===== config.mk =====
export PLATFORM = sky130hd
export DESIGN_NAME = bonus_ship_scheduler
export DESIGN_NICKNAME = d
export VERILOG_FILES = /design/src/rtl/bonus_ship_scheduler.sv
export SDC_FILE = /design/constraint.sdc
export NUM_CORES = 1
export LEC_CHECK = 0
export CAP_MARGIN = 20
export CORE_UTILIZATION = 60
export CTS_CLUSTER_SIZE = 24
export DETAILED_ROUTE_END_ITERATION = 7
export GPL_TIMING_DRIVEN = 1
export PLACE_DENSITY = 0.94
export RECOVER_POWER = 100
export SYNTH_ARGS = -nofsm -noshare
export SYNTH_HDL_FRONTEND = slang
export SYNTH_SLANG_ARGS = --single-unit
export TNS_END_PERCENT = 50

===== constraint.sdc =====
create_clock -name clk -period 5.46 [get_ports clk]
set_input_delay 1.092 -clock clk [delete_from_list [all_inputs] [get_ports clk]]
set_output_delay 1.092 -clock clk [all_outputs]
set_load 0.03 [all_outputs]

===== src/rtl/bonus_ship_scheduler.sv =====
// Bonus ship lifecycle sequencer: random wait, flight with watchdog, hit explosion
// and score award derived from the player's shot count.
module bonus_ship_scheduler #(
  parameter int MIN_DELAY_FRAMES  = 300,
  parameter int HIT_SHOW_FRAMES   = 30,
  parameter int MAX_FLIGHT_FRAMES = 400
) (
  input  logic       clk,
  input  logic       reset,
  input  logic       startOfFrame,
  input  logic       standBy,
  input  logic       gameEnded,
  input  logic       bonusFireCollision,
  input  logic       shipOffScreen,
  input  logic       playerFire,
  input  logic [9:0] rndVal,
  output logic       rise,
  output logic       launch,
  output logic       direction,
  output logic       shipActive,
  output logic       explodeShow,
  output logic       scoreValid,
  output logic [8:0] scoreValue
);

  localparam int FlightW = $clog2(MAX_FLIGHT_FRAMES + 1);
  localparam int HitW    = $clog2(HIT_SHOW_FRAMES + 1);

  typedef enum logic [1:0] {IDLE, WAIT, FLYING, HIT} state_t;

  state_t             state;
  logic [10:0]        delayCnt;
  logic [FlightW-1:0] flightCnt;
  logic [HitW-1:0]    hitCnt;
  logic [3:0]         shotCnt;
  logic               playGame;
  logic [10:0]        delayLoad;
  logic [3:0]         shotMod;
  logic [8:0]         hitPoints;

  assign playGame  = ~(standBy | gameEnded);
  assign delayLoad = 11'(MIN_DELAY_FRAMES) + {1'b0, rndVal};
  assign shotMod   = shotCnt % 4'd3;

  // The seventh shot is the jackpot; otherwise the value cycles 50/100/150.
  always_comb begin
    hitPoints = 9'd150;
    if (shotCnt == 4'd7)
      hitPoints = 9'd300;
    else if (shotMod == 4'd0)
      hitPoints = 9'd50;
    else if (shotMod == 4'd1)
      hitPoints = 9'd100;
  end

  always_ff @(posedge clk) begin
    if (reset) begin
      state       <= IDLE;
      rise        <= 1'b0;
      launch      <= 1'b0;
      direction   <= 1'b0;
      shipActive  <= 1'b0;
      explodeShow <= 1'b0;
      scoreValid  <= 1'b0;
      scoreValue  <= '0;
      delayCnt    <= '0;
      flightCnt   <= '0;
      hitCnt      <= '0;
      shotCnt     <= '0;
    end else if (!playGame) begin
      // Game stop parks the ship; direction and the last score survive.
      state       <= IDLE;
      rise        <= 1'b0;
      launch      <= 1'b0;
      shipActive  <= 1'b0;
      explodeShow <= 1'b0;
      scoreValid  <= 1'b0;
      delayCnt    <= '0;
      flightCnt   <= '0;
      hitCnt      <= '0;
      shotCnt     <= '0;
    end else begin
      rise       <= 1'b0;
      launch     <= 1'b0;
      scoreValid <= 1'b0;
      if (state != IDLE && playerFire)
        shotCnt <= (shotCnt == 4'd14) ? 4'd0 : shotCnt + 4'd1;
      case (state)
        IDLE: begin
          state    <= WAIT;
          shotCnt  <= '0;
          delayCnt <= delayLoad;
          rise     <= 1'b1;
        end
        WAIT: begin
          if (startOfFrame) begin
            if (delayCnt == 11'd0) begin
              state      <= FLYING;
              launch     <= 1'b1;
              direction  <= ~direction;
              flightCnt  <= '0;
              shipActive <= 1'b1;
            end else begin
              delayCnt <= delayCnt - 11'd1;
            end
          end
        end
        FLYING: begin
          // A hit outranks leaving the screen and the watchdog.
          if (bonusFireCollision) begin
            state       <= HIT;
            shipActive  <= 1'b0;
            explodeShow <= 1'b1;
            scoreValid  <= 1'b1;
            scoreValue  <= hitPoints;
            hitCnt      <= '0;
          end else if (shipOffScreen || flightCnt == FlightW'(MAX_FLIGHT_FRAMES)) begin
            state      <= WAIT;
            shipActive <= 1'b0;
            delayCnt   <= delayLoad;
            rise       <= 1'b1;
          end else if (startOfFrame) begin
            flightCnt <= flightCnt + 1'b1;
          end
        end
        HIT: begin
          if (hitCnt == HitW'(HIT_SHOW_FRAMES)) begin
            state       <= WAIT;
            explodeShow <= 1'b0;
            delayCnt    <= delayLoad;
            rise        <= 1'b1;
          end else if (startOfFrame) begin
            hitCnt <= hitCnt + 1'b1;
          end
        end
        default: state <= IDLE;
      endcase
    end
  end

endmodule


# == After elaboration in Yosys (flattened, before gate mapping) ==
# Cells that the tools add are included.
# op_classes
add_sub_neg,5
n_div,1
n_eq_ne,20
n_mux,40
n_bitwise,6
reduce_logical,20
# op_table
cell,count
$mux W11,5
$mux W9,6
$pmux W11 S4,1
$ne A2 B2 Y1 const B,11
$pmux W9 S2,1
$mux W8,2
$reduce_and A4 Y1,4
$mux W5,3
$add A9 B10 Y11 const A,1
$logic_not A11 Y1,1
$mux W1,11
$sub A11 B1 Y11 const B,1
$mux W2,5
$pmux W5 S2,1
$add A9 B1 Y9 const B,1
$eq A9 B9 Y1 const B,1
$pmux W2 S4,1
$reduce_and A3 Y1,2
$reduce_and A6 Y1,1
$reduce_bool A2 Y1,3
$reduce_or A3 Y1,2
$add A5 B1 Y5 const B,1
$eq A5 B5 Y1 const B,1
$not A1 Y1,5
19 further kinds,21
# word_totals
ff_bits,46
in_bits,18
output_inout_bits,15
word_cells,104

# == Logic depth before layout (Yosys ltp) ==
# Gate-level depths: netlist (run 1).
# depth
ltp_word,5
depth_mapped,14
ltp_nobuf,12

# == Worst setup path before layout (run 1) ==
# OpenSTA, ideal clock, no wires.
# synth_timing
path_type,reg-to-reg
from,register shotCnt[2]
to,register scoreValue[5]
setup_ns,0.059
arrival_time_ns,2.453
t_required_ns,5.401
slack_ns,2.949
path_stages_with_launch,15
path_buffers,2
period_less_slack_ns,2.511
path_cell_list,dfxtp_1 clkbuf_1 nand2b_1 inv_1 ha_1 inv_1 ha_1 clkbuf_1 o211ai_1 o21ai_0 ha_1 nor4b_1 a31oi_1 o22ai_1 o221a_2
# synth_via
elab_chain_cells,5
elab_cells_between_ends,7
classes_between,1 x div; 2 x eq/ne; 3 x mux; 1 x reduce/logical
# synth_lines
item,line_no,text
from (decl),35,logic [3:0] shotCnt;
from (signal assigned),87,shotCnt <= (shotCnt == 4'd14) ? 4'd0 : shotCnt + 4'd1;
$mod A4 B2 Y4,43,assign shotMod = shotCnt % 4'd3;
$eq A4 B1 Y1,52,else if (shotMod == 4'd1)
$mux W8,52,
$mux W8,50,else if (shotMod == 4'd0)
$mux W9 *,48,if (shotCnt == 4'd7)
to (signal assigned),115,scoreValue <= hitPoints;
to (decl),23,output logic [8:0] scoreValue
# Every way passes the cells marked *; elsewhere a longest branch is shown, timed or not.
# A chain may end at the register's enable or synchronous reset.

# == Worst setup path after layout (run 1) ==
# layout_timing
from,register delayCnt[0]
to,register flightCnt[2]
# layout_via
elab_chain_cells,3
# layout_lines
item,line_no,text
from (decl),32,logic [10:0] delayCnt;
from (signal assigned),92,delayCnt <= delayLoad;
from (signal assigned),104,delayCnt <= delayCnt - 11'd1;
from (signal assigned),120,delayCnt <= delayLoad;
$logic_not A11 Y1,97,if (delayCnt == 11'd0) begin
$ne A2 B2 Y1 (no line),-,
$reduce_and A6 Y1 (no line),-,
to (signal assigned),123,flightCnt <= flightCnt + 1'b1;
to (decl),33,logic [FlightW-1:0] flightCnt;
# No other way between the ends.

==> results.md, run 1 <==
* Mux share of post-synthesis cell area at 0.00767
* First-pass GRT wire length at 9460 um
* Max cap viols at 0
* CP Launch Type: flip-flop
* Total number of vias at 2458
* Crit share post-route at 0.604
* Total power at 0.596 mW
* Largest net degree at the start of global routing at 24
* Post-Synth XOR/XNOR Area at 0.0537
* Yosys top cell by area: dfxtp_1
* DRC errors left at 0
* Yosys top cell area share at 0.330
* DRT Pass-1 Iters at 5
* Synthesized area per cell at 7.82 um2
* Headroom to the max-slew limit at 0.349
* CTS root buf: clkbuf_8
* Post-synth top cells: dfxtp_1, nor2_1, a21oi_1
* Core Util, Final at 0.727
* CTS tree: yes
* Critical path's largest stage delay at 0.82 ns
* Worst Tran Pin Value at 0.966 ns
* Maximum vdd drop at approximately 0.00016 V
* Layout net count at between 300 and 400
* Cts bufs inserted at 5
* Die height at ~68 um
* Final hold viol count at 0
* Clock sink count at 43
* Ports at 33
* Final Critical Period at 3.30 ns
* N_diodes at 0
* Worst path slowest cell: o21ai_0
* Worst setup EP type: flip-flop
* Top_reg_cell synth: dfxtp_1
* Ys async rst share at 0
* # rows at 23
* Most frequent cell after synthesis: dfxtp_1
* Seq/Total Area, Yosys at 0.330
* Initial antenna violation count at 0
* Largest family of logic cells by synthesized area: simple AND/OR/NAND/NOR gates
* FMAX at 0.303 GHz
* Synth Area in Compound Gates at 0.223
* Skew final at 0.00987 ns
* Die Width at 68.0 um
* Setup TNS at 0 ns
* Cell Area, Synth at 0.00261 mm2
* Clock Path Buffers at 2
* Final Max Tran Viols at 0
* Crit path kind: reg -> reg
* Syn_nets at 366
* Synth area leaders: dfxtp_1, ha_1, nor2_1
* H-tree depth at 2
* Gr usage total at 0.270
* Final GP Congestion at 0.954
* Clock Latency Late Sink at 0.30 ns
* YS warnings at 0
* Leakage at 1.11 nW
* Post-DP HPWL at 4200 um
* PD cells at 201 mW/mm2
* FILL cells at between 300 and 400
* Post-route ant nets at 0
* Layout area overhead at 13.7%
* Number of I/O port buffers at 31
* Core area at 0.00409 mm2
* Placed cell area at 0.00291 mm2
* Post-synth cell types at between 50 and 60
* Critical path cell sequence: inv_1, ha_1, or4b_1, nor4b_1, a21oi_1, o21ai_0, nor2_1
* WP data arrival at roughly 3.5 ns
* Initial Util at 0.639
* Via density per instance at 6.04
* DIE AREA at 0.00462 mm2
* Simple-gate portion of the synthesized area at 0.256
* Post-synthesis adder-cell area fraction at 0.0671
* Worst-path fanout max at 9
* CTS clk-pin slew, worst paths at 0.08 ns
* Hold-fix buffers, CTS at 0
* Setup violations, final at 0
* Seq cells post-synth at 43
* Total grt overflow at 0
* Kind of cell adding the most delay to the critical path: simple AND/OR/NAND/NOR gates
* Setup slack, reg-to-reg at between 2 and 2.5 ns
* Cell area after layout at 0.00297 mm2
* Post-CTS setup buffers at 0
* Initial DRC count at between 150 and 200
* Mapped Cells at 334
* Post-cts sizing count at 0
* Detailed Route WL at approximately 5600 um
* Required @ worst endpoint at 5.61 ns
* RSZ-0062 raised after global routing: false
* Hold Crit Class: reg -> reg
* Layout cells sized above 1 at 0.0392
* Post-synth EDFFs at 0
* Buffers & Inverters on Critical Path at 1
* Vias in the first global route at 2146
* Avg WL per Cell at roughly 14 um
* Status: finished, final reports clean
metal layers:
metal,vias up,wire (um),global-route usage
met5,-,0,0
met4,0,39,0.0964
met3,6,331,0.0517
met2,96,2730,0.461
met1,1126,2510,0.333
li1,1230,-,-
path summary, 6_finish.rpt:
path	start	end	cells past startpoint
min reg2reg	delayCnt[9]	delayCnt[9]	2
max	delayCnt[0]	flightCnt[2]	7
max reg2reg	delayCnt[0]	flightCnt[2]	7
min	delayCnt[9]	delayCnt[9]	2
per-stage QoR:
step / setup slack [ns] / hold WS [ns] / cells
finish: 2.16 / 0.454 / 407
global route: 1.97 / 0.493 / 407
CTS: 2.48 / 0.456 / 407
detailed placement: 2.16 / 0.446 / 399
global placement: 2.24 / 0.443 / 399
floorplan: 2.95 / 0.431 / 334
report_power, final:
group | internal, mW | total, mW | switching [mW]
logic | 0.0336 | 0.0786 | 0.0450
clock network | 0.0894 | 0.197 | 0.107
registers | 0.317 | 0.321 | 0.00347
cell type report:
cell class,instances,area (um2),share of cell area
well taps,50,62.6,0.0211
multi-input cells,253,1560,0.527
repair buffers,32,318,0.107
clock inverters,2,12.5,0.00421
inverters,21,78.8,0.0265
clock buffers,6,72.6,0.0244
flip-flops and latches,43,861,0.290
worst min-delay path, stage by stage, from the launching register on:
cell	delay, ns
dfxtp_1	0.31
nand2_1	0.05
o21bai_1	0.05
registers in the layout, indices dropped and copies added, names as in the netlist:
signal	count
direction	1
hitCnt	5
shipActive	1
state	2
explodeShow	1
flightCnt	9
delayCnt	11
scoreValue	6
scoreValid	1
shotCnt	4
launch	1
rise	1
placed cells by master (no fill, tap or decap), types with 4 or more instances in the layout:
cell type         n
xor2_1            4
nand2_1          26
nand4_1           4
clkbuf_8          5
a211oi_1          5
clkdlybuf4s50_1  14
nor2b_1           4
dlygate4sd3_1    17
nor4_1            4
or3_1             6
xnor2_1          12
o21ai_0          21
inv_1            21
nand2b_1         10
a21oi_1          27
nor2_1           41
o22ai_1           4
nor3_1           12
nand3_1           8
a31oi_1           6
dfxtp_1          43
ha_1             14
logic make-up (layout without fill, tap and decap cells):
group	Yosys count	after routing
and+or+nand+nor	130	130
AOI/OAI and AO/OA	90	90
DFF	43	43
buffers and inverters	38	61
xor gates and xnor gates	16	16
adders and majority gates	14	14
muxes	2	2
other	1	1
Power figures use the tool's default switching activity.
==> run 2: changes to the inputs <==
--- a/config.mk
+++ b/config.mk
@@ -6,11 +6,11 @@
 export NUM_CORES = 1
 export LEC_CHECK = 0
 export CAP_MARGIN = 20
-export CORE_UTILIZATION = 60
+export CORE_UTILIZATION = 50
 export CTS_CLUSTER_SIZE = 24
 export DETAILED_ROUTE_END_ITERATION = 7
 export GPL_TIMING_DRIVEN = 1
-export PLACE_DENSITY = 0.94
+export PLACE_DENSITY = 0.85
 export RECOVER_POWER = 100
 export SYNTH_ARGS = -nofsm -noshare
 export SYNTH_HDL_FRONTEND = slang
==> constraint.sdc (replaced) <==
create_clock -name clk -period 3 [get_ports clk]
set_input_delay 0.6 -clock clk [delete_from_list [all_inputs] [get_ports clk]]
set_output_delay 0.6 -clock clk [all_outputs]
set_load 0.03 [all_outputs]
==> results.md, run 2 (synthesis gave the netlist of run 1 again) <==
* Status: finished, final reports clean
* CTS tree: yes
* Total power at 1.10 mW
* Combinational fraction of design power at 0.135
* M2 GR Usage at 0.389
* CTS root buf: clkbuf_8
* Skew final at 0.00757 ns
* Reg2reg start: delayCnt[0]
* Total number of vias at roughly 2400
* Part of the power in registers at 0.530
* Vias in the first global route at between 2000 and 2500
* Final Instance Count excl. Fillers at 426
* Worst hold stages at 2
* Ports at 33
* Clock sink count at 43
* Commonest cells after routing, fill and taps aside: dfxtp_1, nor2_1, a21oi_1
* Hold slack at 0.473 ns
* Hold path endpoint: scoreValue[3]
* Clock Latency Late Sink at around 0.3 ns
* Layout area overhead at 15.8%
* DRC errors left at 0
* Required @ worst endpoint at ~3.2 ns
* Internal power at 0.823 mW
* DIE AREA at 0.00552 mm2
* Initial DRC count at 157
* Post-CTS setup buffers at 0
* CP Launch Type: flip-flop
* Via density per instance at roughly 5.7
* Hold Crit Class: reg -> reg
* Crit share post-route at 0.895
* H-tree depth at 2
* Met3 Track Usage GR at 0.0488
* Crit path kind: reg -> reg
* Final GP Congestion at 0.814
* Top Registers: delayCnt x11, flightCnt x9, scoreValue x6
* WP data arrival at 2.89 ns
* Avg WL per Cell at 13.4 um
* Worst Hold Launch: scoreValue[3]
* First-pass GRT wire length at about 9800 um
* Setup TNS at 0 ns
* Initial antenna violation count at 0
* Worst setup EP type: flip-flop
* PD cells at 364 mW/mm2
* Number of I/O port buffers at 31
* Psw at 0.278 mW
* Die height at between 70 and 80 um
* Worst Tran Pin Value at 0.747 ns
* Final Max Tran Viols at 0
* Total grt overflow at 0
* Core area at just under 0.005 mm2
* Core Util, Final at 0.619
* Layout net count at 391
* Max reg flops at 11
* Die Width at 74.3 um
* Reg2reg path depth at 8
* Max cap viols at 0
* Worst-path fanout max at 20
* Maximum vdd drop at between 0.00015 and 0.0002 V
* Hold-fix buffers, CTS at 0
* Commonest non-fill, non-tap cell in the layout: dfxtp_1
* Setup slack, reg-to-reg at between 0.3 and 0.4 ns
* Setup violations, final at 0
* Placed insts at roughly 420
* FMAX at 0.373 GHz
* CTS clk-pin slew, worst paths at 0.08 ns
* Headroom to the max-slew limit at 0.502
* Post-cts sizing count at 0
* Largest Register: delayCnt
* Initial Util at 0.535
* Gr usage total at 0.226
* Final Critical Period at 2.68 ns
* Largest net degree at the start of global routing at 23
* Cts bufs inserted at 5
* Clock Power Share at 0.335
* N_diodes at 0
* Most used routing layer: met2
* Net Sw Frac at 0.253
* Clock Path Buffers at 2
* Met1 Use GR at 0.279
* Final hold viol count at 0
* Detailed Route WL at approximately 5700 um
* Layout cells sized above 1 at 0.0446
* RSZ-0062 raised after global routing: false
* # rows at 25
* Reg-to-reg endpoint: delayCnt[1]
* Leakage at 1.13 nW
* Post-DP HPWL at 4240 um
* Post-route ant nets at 0
* DRT Pass-1 Iters at 5
-- run 2: changes by cell type in the layout (fill, tap and decap cells not counted), sizes merged --
cell,previous run,this run
clkinvlp,1,0
buf,1,2
clkdlybuf4s50,14,15
dlygate4sd3,17,16
clkbuf,6,8
-- run 2: power groups by stage --
stage	registers, mW	logic, mW	clock network [mW]
after floorplan	0.597	0.0982	0
after global placement	0.597	0.148	0
after detailed placement	0.597	0.150	0
after CTS	0.584	0.151	0.374
after global routing	0.585	0.166	0.399
final	0.584	0.149	0.368
-- run 2: area by class of cell --
type / count / area (um2)
Clock inverter: 1 / 5.00
Multi-Input combinational cell: 253 / 1580
Inverter: 21 / 78.8
Clock buffer: 6 / 82.6
Timing Repair Buffer: 35 / 333
Sequential cell: 43 / 861
Tap cell: 67 / 83.8
Fill cell: 446 / 1860
-- run 2: how the worst max path moves through the flow --
stage | startpoint | endpoint | slack (ns) | cells after the start
finish | delayCnt[0] | delayCnt[1] | 0.32 | 8
global route | shotCnt[2] | scoreValue[5] | 0.05 | 12
CTS | shotCnt[2] | scoreValue[5] | 0.38 | 12
detailed placement | startOfFrame | flightCnt[7] | 0.30 | 7
global placement | rndVal[2] | delayCnt[10] | 0.40 | 8
floorplan | shotCnt[2] | scoreValue[5] | 0.49 | 14
-- run 2: metrics by stage --
stage	setup WS (ns)	area (um2)
2_1_floorplan	0.489	2610
3_3_place_gp	0.403	2950
3_5_place_dp	0.304	2950
4_1_cts	0.380	3040
5_1_grt	0.0498	3020
6_report	0.316	3020
-- run 2: worst max-delay path, cell delays in order, from the launching register on --
cell	delay, ns
dfxtp_1	0.33
inv_1	0.09
ha_1	0.22
or4b_1	0.59
nor4b_4	0.36
o21ai_0	0.13
nand2b_1	0.51
nor2_1	0.12
a211oi_1	0.23
-- run 2: per-layer routing --
layer  part of all wire  vias up
li1                   -     1233
met1               0.46     1112
met2               0.47       69
met3              0.051       10
met4              0.013        0
met5                  0        -
==> run 3: changes to the inputs <==
--- a/config.mk
+++ b/config.mk
@@ -6,11 +6,12 @@
 export NUM_CORES = 1
 export LEC_CHECK = 0
 export CAP_MARGIN = 20
-export CORE_UTILIZATION = 50
+export CORE_MARGIN = 1.5
+export CORE_UTILIZATION = 55
 export CTS_CLUSTER_SIZE = 24
 export DETAILED_ROUTE_END_ITERATION = 7
 export GPL_TIMING_DRIVEN = 1
-export PLACE_DENSITY = 0.85
+export PLACE_DENSITY = 0.88
 export RECOVER_POWER = 100
 export SYNTH_ARGS = -nofsm -noshare
 export SYNTH_HDL_FRONTEND = slang
==> constraint.sdc (replaced) <==
create_clock -name clk -period 2.7 [get_ports clk]
set_input_delay 0.54 -clock clk [delete_from_list [all_inputs] [get_ports clk]]
set_output_delay 0.54 -clock clk [all_outputs]
set_load 0.03 [all_outputs]
==> results.md, run 3 (synthesis gave the netlist of run 1 again) <==
* DRT Pass-1 Iters at 4
* Die Width at approximately 72 um
* Largest net degree at the start of global routing at 23
* Post-DP HPWL at 4250 um
* FMAX at roughly 0.40 GHz
* N_diodes at 0
* Skew final at 0.00620 ns
* CTS clk-pin slew, worst paths at 0.08 ns
* Total number of vias at ~2500
* RSZ-0062 raised after global routing: false
* Worst hold stages at 2
* Setup slack, reg-to-reg at 0.18 ns
* DIE AREA at 0.00517 mm2
* Hold Crit Class: reg -> reg
* Setup TNS at 0 ns
* DRC errors left at 0
* Reg-to-reg endpoint: scoreValue[5]
* Avg WL per Cell at roughly 14 um
* First-pass GRT wire length at 9670 um
* Hold-fix buffers, CTS at 0
* Leakage at approximately 1.2 nW
* CP Launch Type: flip-flop
* Worst setup EP type: flip-flop
* Initial Util at 0.584
* Required @ worst endpoint at 2.94 ns
* Core Util, Final at 0.689
* CTS tree: yes
* Number of I/O port buffers at 31
* WP data arrival at 2.77 ns
* Layout net count at about 400
* Worst Tran Pin Value at 0.759 ns
* Hold slack at 0.457 ns
* Post-route ant nets at 0
* Worst-path fanout max at 9
* Hold path endpoint: delayCnt[9]
* Setup violations, final at 0
* # rows at 24
* Final hold viol count at 0
* FILL cells at 347
* Initial DRC count at 124
* Final GP Congestion at between 0.8 and 0.9
* Final Critical Period at 2.52 ns
* Commonest cells after routing, fill and taps aside: dfxtp_1, nor2_1, a21oi_1
* Detailed Route WL at between 5000 and 6000 um
* Total power at 1.27 mW
* Post-CTS setup buffers at 0
* Top Registers: delayCnt x11, flightCnt x9, scoreValue x6
* Maximum vdd drop at around 0.00035 V
* Reg2reg start: shotCnt[2]
* Reg2reg path depth at 12
* Crit path kind: reg -> reg
* Ports at 33
* Layout area overhead at 18.0%
* Headroom to the max-slew limit at 0.494
* Worst Hold Launch: delayCnt[9]
* Final Max Tran Viols at 0
* Status: finished, final reports clean
* Clock sink count at 43
* CTS root buf: clkbuf_8
* Gr usage total at 0.228
* Final setup margin at 0.176 ns
* Vias in the first global route at between 2000 and 2500
* Max cap viols at 0
* Post-cts sizing count at 0
* Total grt overflow at 0
* Pre-CTS WS at approximately 0.018 ns
* Crit share post-route at 0.935
* Clock Path Buffers at 2
* PD cells at 412 mW/mm2
* Commonest non-fill, non-tap cell in the layout: dfxtp_1
* Layout cells sized above 1 at 0.0767
* H-tree depth at 2
* Clock Latency Late Sink at ~0.29 ns
* Core area at between 0.004 and 0.005 mm2
* Cts bufs inserted at 5
* Initial antenna violation count at 0
* Die height at 71.9 um
* Largest Register: delayCnt
* Via density per instance at 5.97
* Max reg flops at 11
## run 3: worst max-delay path by stage
stage	from	endpoint	slack, ns	depth (start not counted)
after global placement	rndVal[2]	delayCnt[10]	0.16	8
after floorplan	shotCnt[2]	scoreValue[5]	0.19	14
after CTS	shotCnt[2]	scoreValue[5]	0.02	12
after global routing	delayCnt[0]	delayCnt[2]	0.03	9
final	shotCnt[2]	scoreValue[5]	0.18	12
after detailed placement	shotCnt[2]	scoreValue[5]	0.02	12
## run 3: layout make-up
| class | count | area (um2) | area share |
|---|---|---|---|
| repair buffers | 40 | 369 | 0.120 |
| clock inverters | 1 | 7.51 | 0.00244 |
| flip-flops and latches | 43 | 862 | 0.280 |
| multi-input cells | 253 | 1600 | 0.520 |
| clock buffers | 7 | 96.3 | 0.0313 |
| inverters | 21 | 78.8 | 0.0256 |
| well taps | 52 | 65.1 | 0.0211 |
## run 3: worst max-delay path, stage by stage, from the launching register on
cell,delay [ns]
dfxtp_2,0.40
nand2b_1,0.11
inv_1,0.11
ha_1,0.14
inv_1,0.04
ha_1,0.27
o211ai_1,0.13
o21ai_1,0.14
ha_1,0.24
nor4b_1,0.35
a31oi_1,0.11
o22ai_2,0.20
o221a_2,0.23
## run 3: metrics by stage
| stage | cell area (um2) | cells |
|---|---|---|
| after floorplan | 2610 | 334 |
| final | 3080 | 417 |
| after global placement | 2970 | 409 |
| after global routing | 3080 | 417 |
| after CTS | 3080 | 417 |
| after detailed placement | 2970 | 409 |
## run 3: power breakdown
part / switching (mW) / internal, mW
Sequential: 0.00748 / 0.641
Clock: 0.217 / 0.233
Combinational: 0.0945 / 0.0769
## run 3: per-layer routing
| layer | track usage | part of all wire | vias up |
|---|---|---|---|
| met5 | 0 | 0 | - |
| met3 | 0.0375 | 0.050 | 9 |
| li1 | - | - | 1248 |
| met4 | 0.0671 | 0.014 | 0 |
| met2 | 0.395 | 0.49 | 78 |
| met1 | 0.294 | 0.44 | 1154 |
